### config.mk
export PLATFORM = sky130hd
export DESIGN_NAME = sdram_arbiter
export DESIGN_NICKNAME = d
export VERILOG_FILES = /design/src/rtl/sdram_arbiter_pkg.sv /design/src/rtl/sdram_refresh_timer.sv /design/src/rtl/sdram_arbiter.sv
export SDC_FILE = /design/constraint.sdc
export NUM_CORES = 1
export LEC_CHECK = 0
export BUFFER_PORTS_ARGS = -buffer_cell sky130_fd_sc_hd__buf_4
export CORE_MARGIN = 1.5
export CORE_UTILIZATION = 52
export CTS_CLUSTER_DIAMETER = 50
export DETAILED_ROUTE_END_ITERATION = 8
export PLACE_DENSITY = 0.84
export SKIP_LAST_GASP = 1
export SYNTH_ARGS = -nofsm -noshare
export SYNTH_HDL_FRONTEND = slang
export SYNTH_SLANG_ARGS = --single-unit
### constraint.sdc
create_clock -name clk -period 4.3 [get_ports clk]
set_input_delay 0 -clock clk [delete_from_list [all_inputs] [get_ports clk]]
set_output_delay 0 -clock clk [all_outputs]
set_load 0.005 [all_outputs]
### src/rtl/sdram_arbiter_pkg.sv
// Shared definitions for the SDRAM arbiter slice.
// Contents:
//   sdram_cmd_e - 3-bit SDRAM command encodings {RAS_n, CAS_n, WE_n}
//   arb_state_e - arbiter FSM states
package sdram_arbiter_pkg;

  typedef enum logic [2:0] {
    CMD_NOP          = 3'b111,
    CMD_ACT          = 3'b011,
    CMD_READ         = 3'b101,
    CMD_WRITE        = 3'b100,
    CMD_TERM         = 3'b110,
    CMD_PRE          = 3'b010,
    CMD_AUTO_REFRESH = 3'b001
  } sdram_cmd_e;

  typedef enum logic [2:0] {
    S_IDLE,
    S_GRANT_WR,
    S_GRANT_RD,
    S_REFRESH_DRAIN,
    S_REFRESH_CMD,
    S_REFRESH_WAIT
  } arb_state_e;

endpackage

### src/rtl/sdram_refresh_timer.sv
// Auto-refresh interval timer.
// Counts down from REFRESH_PERIOD-1 while init_done is high; at zero it
// raises pending and reloads in the same cycle. Expiry while pending is
// still set latches the sticky missed flag until reset.
// Ports:
//   clk, rst   - clock, synchronous active-high reset
//   init_done  - counting enabled only once SDRAM init has completed
//   clear      - refresh command issued, drop pending
//   pending    - a refresh is due
//   missed     - sticky: an interval expired with a refresh still pending
module sdram_refresh_timer #(
  parameter int unsigned REFRESH_PERIOD = 780
) (
  input  logic clk,
  input  logic rst,
  input  logic init_done,
  input  logic clear,
  output logic pending,
  output logic missed
);

  localparam int unsigned CW = (REFRESH_PERIOD > 1) ? $clog2(REFRESH_PERIOD) : 1;
  localparam logic [CW-1:0] RELOAD = CW'(REFRESH_PERIOD - 1);

  logic [CW-1:0] count;

  always_ff @(posedge clk) begin
    if (rst) begin
      count   <= RELOAD;
      pending <= 1'b0;
      missed  <= 1'b0;
    end else if (init_done && count == '0) begin
      // A fresh expiry takes precedence over a same-cycle clear.
      count   <= RELOAD;
      pending <= 1'b1;
      if (pending) missed <= 1'b1;
    end else begin
      if (init_done) count <= count - CW'(1);
      if (clear) pending <= 1'b0;
    end
  end

endmodule

### src/rtl/sdram_arbiter.sv
// Arbiter sharing one SDRAM command bus between a write engine and a read
// engine, with periodic auto-refresh insertion.
// Ports:
//   clk, rst                       - clock, synchronous active-high reset
//   init_done                      - SDRAM power-up init complete
//   wr_req/rd_req                  - engine has work
//   wr_idle/rd_idle                - engine in idle/wait state
//   wr_/rd_command,address,bank    - engine-side SDRAM bus
//   wr_enable/rd_enable            - grants (mutually exclusive)
//   auto_refresh                   - refresh pending, engines wind down
//   command/address/bank           - registered shared SDRAM bus
//   refresh_missed                 - sticky missed-refresh flag
// Build option: define SDRAM_ARB_ROUND_ROBIN_EN to alternate the winner
// when both engines request in IDLE (write first after reset); otherwise
// write always beats read.
module sdram_arbiter
  import sdram_arbiter_pkg::*;
#(
  parameter int unsigned REFRESH_PERIOD = 780,
  parameter int unsigned T_RFC          = 7,
  parameter int unsigned MIN_GRANT      = 2
) (
  input  logic        clk,
  input  logic        rst,
  input  logic        init_done,
  input  logic        wr_req,
  input  logic        rd_req,
  input  logic        wr_idle,
  input  logic        rd_idle,
  input  logic [2:0]  wr_command,
  input  logic [2:0]  rd_command,
  input  logic [11:0] wr_address,
  input  logic [11:0] rd_address,
  input  logic [1:0]  wr_bank,
  input  logic [1:0]  rd_bank,
  output logic        wr_enable,
  output logic        rd_enable,
  output logic        auto_refresh,
  output logic [2:0]  command,
  output logic [11:0] address,
  output logic [1:0]  bank,
  output logic        refresh_missed
);

  localparam int unsigned GW = (MIN_GRANT > 1) ? $clog2(MIN_GRANT + 1) : 1;
  localparam int unsigned WW = (T_RFC > 1) ? $clog2(T_RFC + 1) : 1;

  arb_state_e    state, state_next;
  logic          refresh_pending;
  logic [GW-1:0] held;
  logic          min_met;
  logic [WW-1:0] wait_cnt;
  logic [2:0]    cmd_next;
  logic [11:0]   addr_next;
  logic [1:0]    bank_next;

  sdram_refresh_timer #(
    .REFRESH_PERIOD(REFRESH_PERIOD)
  ) u_refresh_timer (
    .clk      (clk),
    .rst      (rst),
    .init_done(init_done),
    .clear    (state == S_REFRESH_CMD),
    .pending  (refresh_pending),
    .missed   (refresh_missed)
  );

  // held counts completed grant cycles minus one; saturates once the
  // minimum hold time is satisfied.
  assign min_met = (held >= GW'(MIN_GRANT - 1));

`ifdef SDRAM_ARB_ROUND_ROBIN_EN
  logic last_wr;

  always_ff @(posedge clk) begin
    if (rst) begin
      last_wr <= 1'b0;
    end else if (state == S_IDLE && state_next == S_GRANT_WR) begin
      last_wr <= 1'b1;
    end else if (state == S_IDLE && state_next == S_GRANT_RD) begin
      last_wr <= 1'b0;
    end
  end
`endif

  always_ff @(posedge clk) begin
    if (rst) begin
      state    <= S_IDLE;
      held     <= '0;
      wait_cnt <= '0;
      command  <= CMD_NOP;
      address  <= '0;
      bank     <= '0;
    end else begin
      state   <= state_next;
      command <= cmd_next;
      address <= addr_next;
      bank    <= bank_next;
      if (state_next != state) held <= '0;
      else if (!min_met)       held <= held + GW'(1);
      if (state == S_REFRESH_CMD)                         wait_cnt <= WW'(T_RFC - 1);
      else if (state == S_REFRESH_WAIT && wait_cnt != '0) wait_cnt <= wait_cnt - WW'(1);
    end
  end

  always_comb begin
    state_next = state;
    case (state)
      S_IDLE: begin
        if (refresh_pending) begin
          state_next = S_REFRESH_DRAIN;
        end else if (init_done) begin
`ifdef SDRAM_ARB_ROUND_ROBIN_EN
          if (wr_req && (!rd_req || !last_wr)) state_next = S_GRANT_WR;
          else if (rd_req)                     state_next = S_GRANT_RD;
`else
          if (wr_req)      state_next = S_GRANT_WR;
          else if (rd_req) state_next = S_GRANT_RD;
`endif
        end
      end
      S_GRANT_WR: begin
        if (min_met && wr_idle) begin
          if (refresh_pending) state_next = S_REFRESH_DRAIN;
          else if (!wr_req)    state_next = S_IDLE;
        end
      end
      S_GRANT_RD: begin
        if (min_met && rd_idle) begin
          if (refresh_pending) state_next = S_REFRESH_DRAIN;
          else if (!rd_req)    state_next = S_IDLE;
        end
      end
      S_REFRESH_DRAIN: if (wr_idle && rd_idle) state_next = S_REFRESH_CMD;
      S_REFRESH_CMD:   state_next = S_REFRESH_WAIT;
      S_REFRESH_WAIT:  if (wait_cnt == '0) state_next = S_IDLE;
      default:         state_next = S_IDLE;
    endcase
  end

  // The AUTO_REFRESH is loaded on entry so it appears on the bus exactly
  // during the single REFRESH_CMD cycle.
  always_comb begin
    cmd_next  = CMD_NOP;
    addr_next = '0;
    bank_next = '0;
    case (state)
      S_GRANT_WR: begin
        cmd_next  = wr_command;
        addr_next = wr_address;
        bank_next = wr_bank;
      end
      S_GRANT_RD: begin
        cmd_next  = rd_command;
        addr_next = rd_address;
        bank_next = rd_bank;
      end
      default: ;
    endcase
    if (state_next == S_REFRESH_CMD) cmd_next = CMD_AUTO_REFRESH;
  end

  assign wr_enable    = (state == S_GRANT_WR);
  assign rd_enable    = (state == S_GRANT_RD);
  assign auto_refresh = refresh_pending;

endmodule

==> flow_summary.ini <==
[clocking]
root_buffer = clkbuf_4
htree_levels = 2
cts_buffers = 5
clk_pin_slew_ns = 0.13
cts_tree = built
insertion_delay_ns = 0.38
cts.sinks = 37
cts_max_path_buffers = 2
cts_setup_buffers = 0

[detailed_routing]
drc = 0
first_pass_iters = 5
wl_per_cell_um = 18.3
vias_per_cell = 5.84
drt_wl_total_um = 6080
ant_nets = 0
vias = 1945
drt_iter0_markers = 124

[finish]
final_layout_size_suffix_gt1_frac = 0.280
area_growth_pct = 56.5
nNetsFinal = 333
fin_cells = 333
num_antenna_cells = 0

[yosys]
yosysWarnings = 0
avgSynthCellArea_um2 = 8.70
synthesis.instances = 193
ys_ff_latch = 37
synthFlopType = dfxtp_1
async_reset_ff_frac = 0
ys_seq_area_frac = 0.441
synth_area_um2 = 1680
syn_nets = 238
ys_types = 43
synth-edff-count = 0

[sta]
rsz0062_at_grt = no
clock_skew_ns = 0.0319
min_period_over_period = 0.567
min_period_ns = 2.44
setup_viol_count_final = 0
slew_headroom = 0.465
tns_ns = 0
worst_pin_slew_ns = 0.792
fmax_ghz = 0.410
drv_slew = 0
hold_ws_ns = 0.0495
hold_viol = 0

[critical_path]
max_stage_delay_ns = 0.60
cp.required_ns = 4.63
crit_slowest_cell = dfxtp_1
critPathKind = flip-flop to flip-flop
startpoint_type = flip-flop
cp_max_fo = 22
arrival_ns = 2.77
crit_top_cell = dlygate4sd3_1
endpoint_kind = flip-flop
worst_r2r_path_depth = 6
crit_chain = nor3b_2, buf_4, a22oi_1, dlygate4sd3_1, nor2_1, dlygate4sd3_1

[place]
dp.final_hpwl_um = 2670
portBuffers = 61
placedCellCount = 290
gp_congestion = 0.899

[hold_path]
min_path_cells = 4
min_path_type = primary input to flip-flop

[global_route]
grt_antenna_before_repair = 0
grt_pass1_wl_um = 9540
grt_pass1_vias = 1928
overflow = 0
grt.total_usage = 0.368
grt_max_degree = 31

[status]
status = finished clean

[die]
fp.dieH_um = 59.8
start_util = 0.550
core_um2 = 3050
io_pins = 62
die_x_um = 59.8
rows = 20
die_area_um2 = 3580

[power]
ir_worst_vdd_uv = 247
cellLeakagePower_nw = 1.10
p_per_area_nw_per_um2 = 338
finalPower_mw = 0.889

[run]
cap_violations = 0
-- registers in the layout (all words and copies together) (netlist names) --
| signal | flops |
|---|---|
| address | 12 |
| u_refresh_timer.count | 10 |
| command | 3 |
| state | 3 |
| wait_cnt | 3 |
| bank | 2 |
| held | 2 |
| u_refresh_timer.missed | 1 |
| u_refresh_timer.pending | 1 |
-- critical path, delay by kind of cell, from the launching register on --
kind	cells	cell delay [ns]
flops	1	0.60
compound gates	1	0.12
simple gates	2	0.31
buf+inv	3	1.37
-- per-stage QoR --
stage	setup WS, ns	instance area [um^2]	utilization
final	1.86	2630	0.861
after global routing	1.76	2630	0.861
after CTS	1.90	2630	0.861
after detailed placement	2.41	2170	0.711
after global placement	2.51	2170	0.711
after floorplan	2.57	1680	-
-- power by group --
| group | internal, mW | switching, mW | leakage, nW |
|---|---|---|---|
| sequential | 0.362 | 0.0149 | 0.301 |
| combinational | 0.106 | 0.0881 | 0.744 |
| clock | 0.183 | 0.135 | 0.0558 |
-- layer usage --
metal  global-route usage  share of wire  vias up
met5                    0              0        -
met4                0.197          0.059        0
met3               0.0996          0.084       40
met1                0.405           0.35      908
li1                     -              -      864
met2                0.635           0.51      133
-- synthesized netlist by cell type, types with 2 or more instances --
cell type	number	share of area
a22oi_1	14	0.063
nand2_1	13	0.029
buf_2	3	0.0089
nand3b_1	2	0.0089
nand2b_1	2	0.0075
ha_1	4	0.030
dfxtp_1	37	0.44
a31oi_1	2	0.0075
o21ai_0	5	0.015
a22o_1	2	0.010
inv_1	9	0.020
nor2_1	37	0.083
nor2b_1	2	0.0075
and3b_1	3	0.016
or3_1	2	0.0075
a21oi_1	7	0.021
nor4b_1	2	0.010
xnor2_1	6	0.031
or4_4	2	0.013
xor2_1	3	0.016
nor4_1	6	0.022
o21bai_1	3	0.013
clkbuf_1	7	0.016
-- repair_timing --
item                      4_1_cts  5_1_grt
hold endpoints to repair       21        0
hold buffers                   35        0
gates resized for setup         0        0
-- cell usage in the layout (no fill, tap or decap), types with 6 or more instances in the layout --
cell,instances
dfxtp_1,37
a22oi_1,14
xnor2_1,6
nor2_1,37
buf_4,63
inv_1,9
nor4_1,6
a21oi_1,7
nand2_1,13
dlygate4sd3_1,35
-- cells by family after synthesis --
kind of cell | Yosys count | share of synthesized area
compound gates | 42 | 0.178
xor+xnor | 9 | 0.0469
fa+ha+maj | 4 | 0.0298
buf+inv | 19 | 0.0447
flops | 37 | 0.441
mux | 1 | 0.00671
simple gates | 81 | 0.253
-- final cells by class --
cell class	count	area (um^2)
multi-input cells	137	868
repair buffers	98	823
flip-flops and latches	37	741
fillers	154	425
clock inverters	3	68.8
well taps	44	55.1
clock buffers	5	37.5
inverters	9	33.8
-- final timing paths --
path	end	slack (ns)	start
max	address[8]$_SDFF_PP0_	1.86	state[0]$_SDFF_PP0_
max reg2reg	address[8]$_SDFF_PP0_	1.86	state[0]$_SDFF_PP0_
min	state[1]$_SDFF_PP0_	0.05	rd_req
min reg2reg	u_refresh_timer.missed$_SDFFE_PP0P_	0.49	u_refresh_timer.missed$_SDFFE_PP0P_
Note: power is estimated with default switching activity, not from simulation.
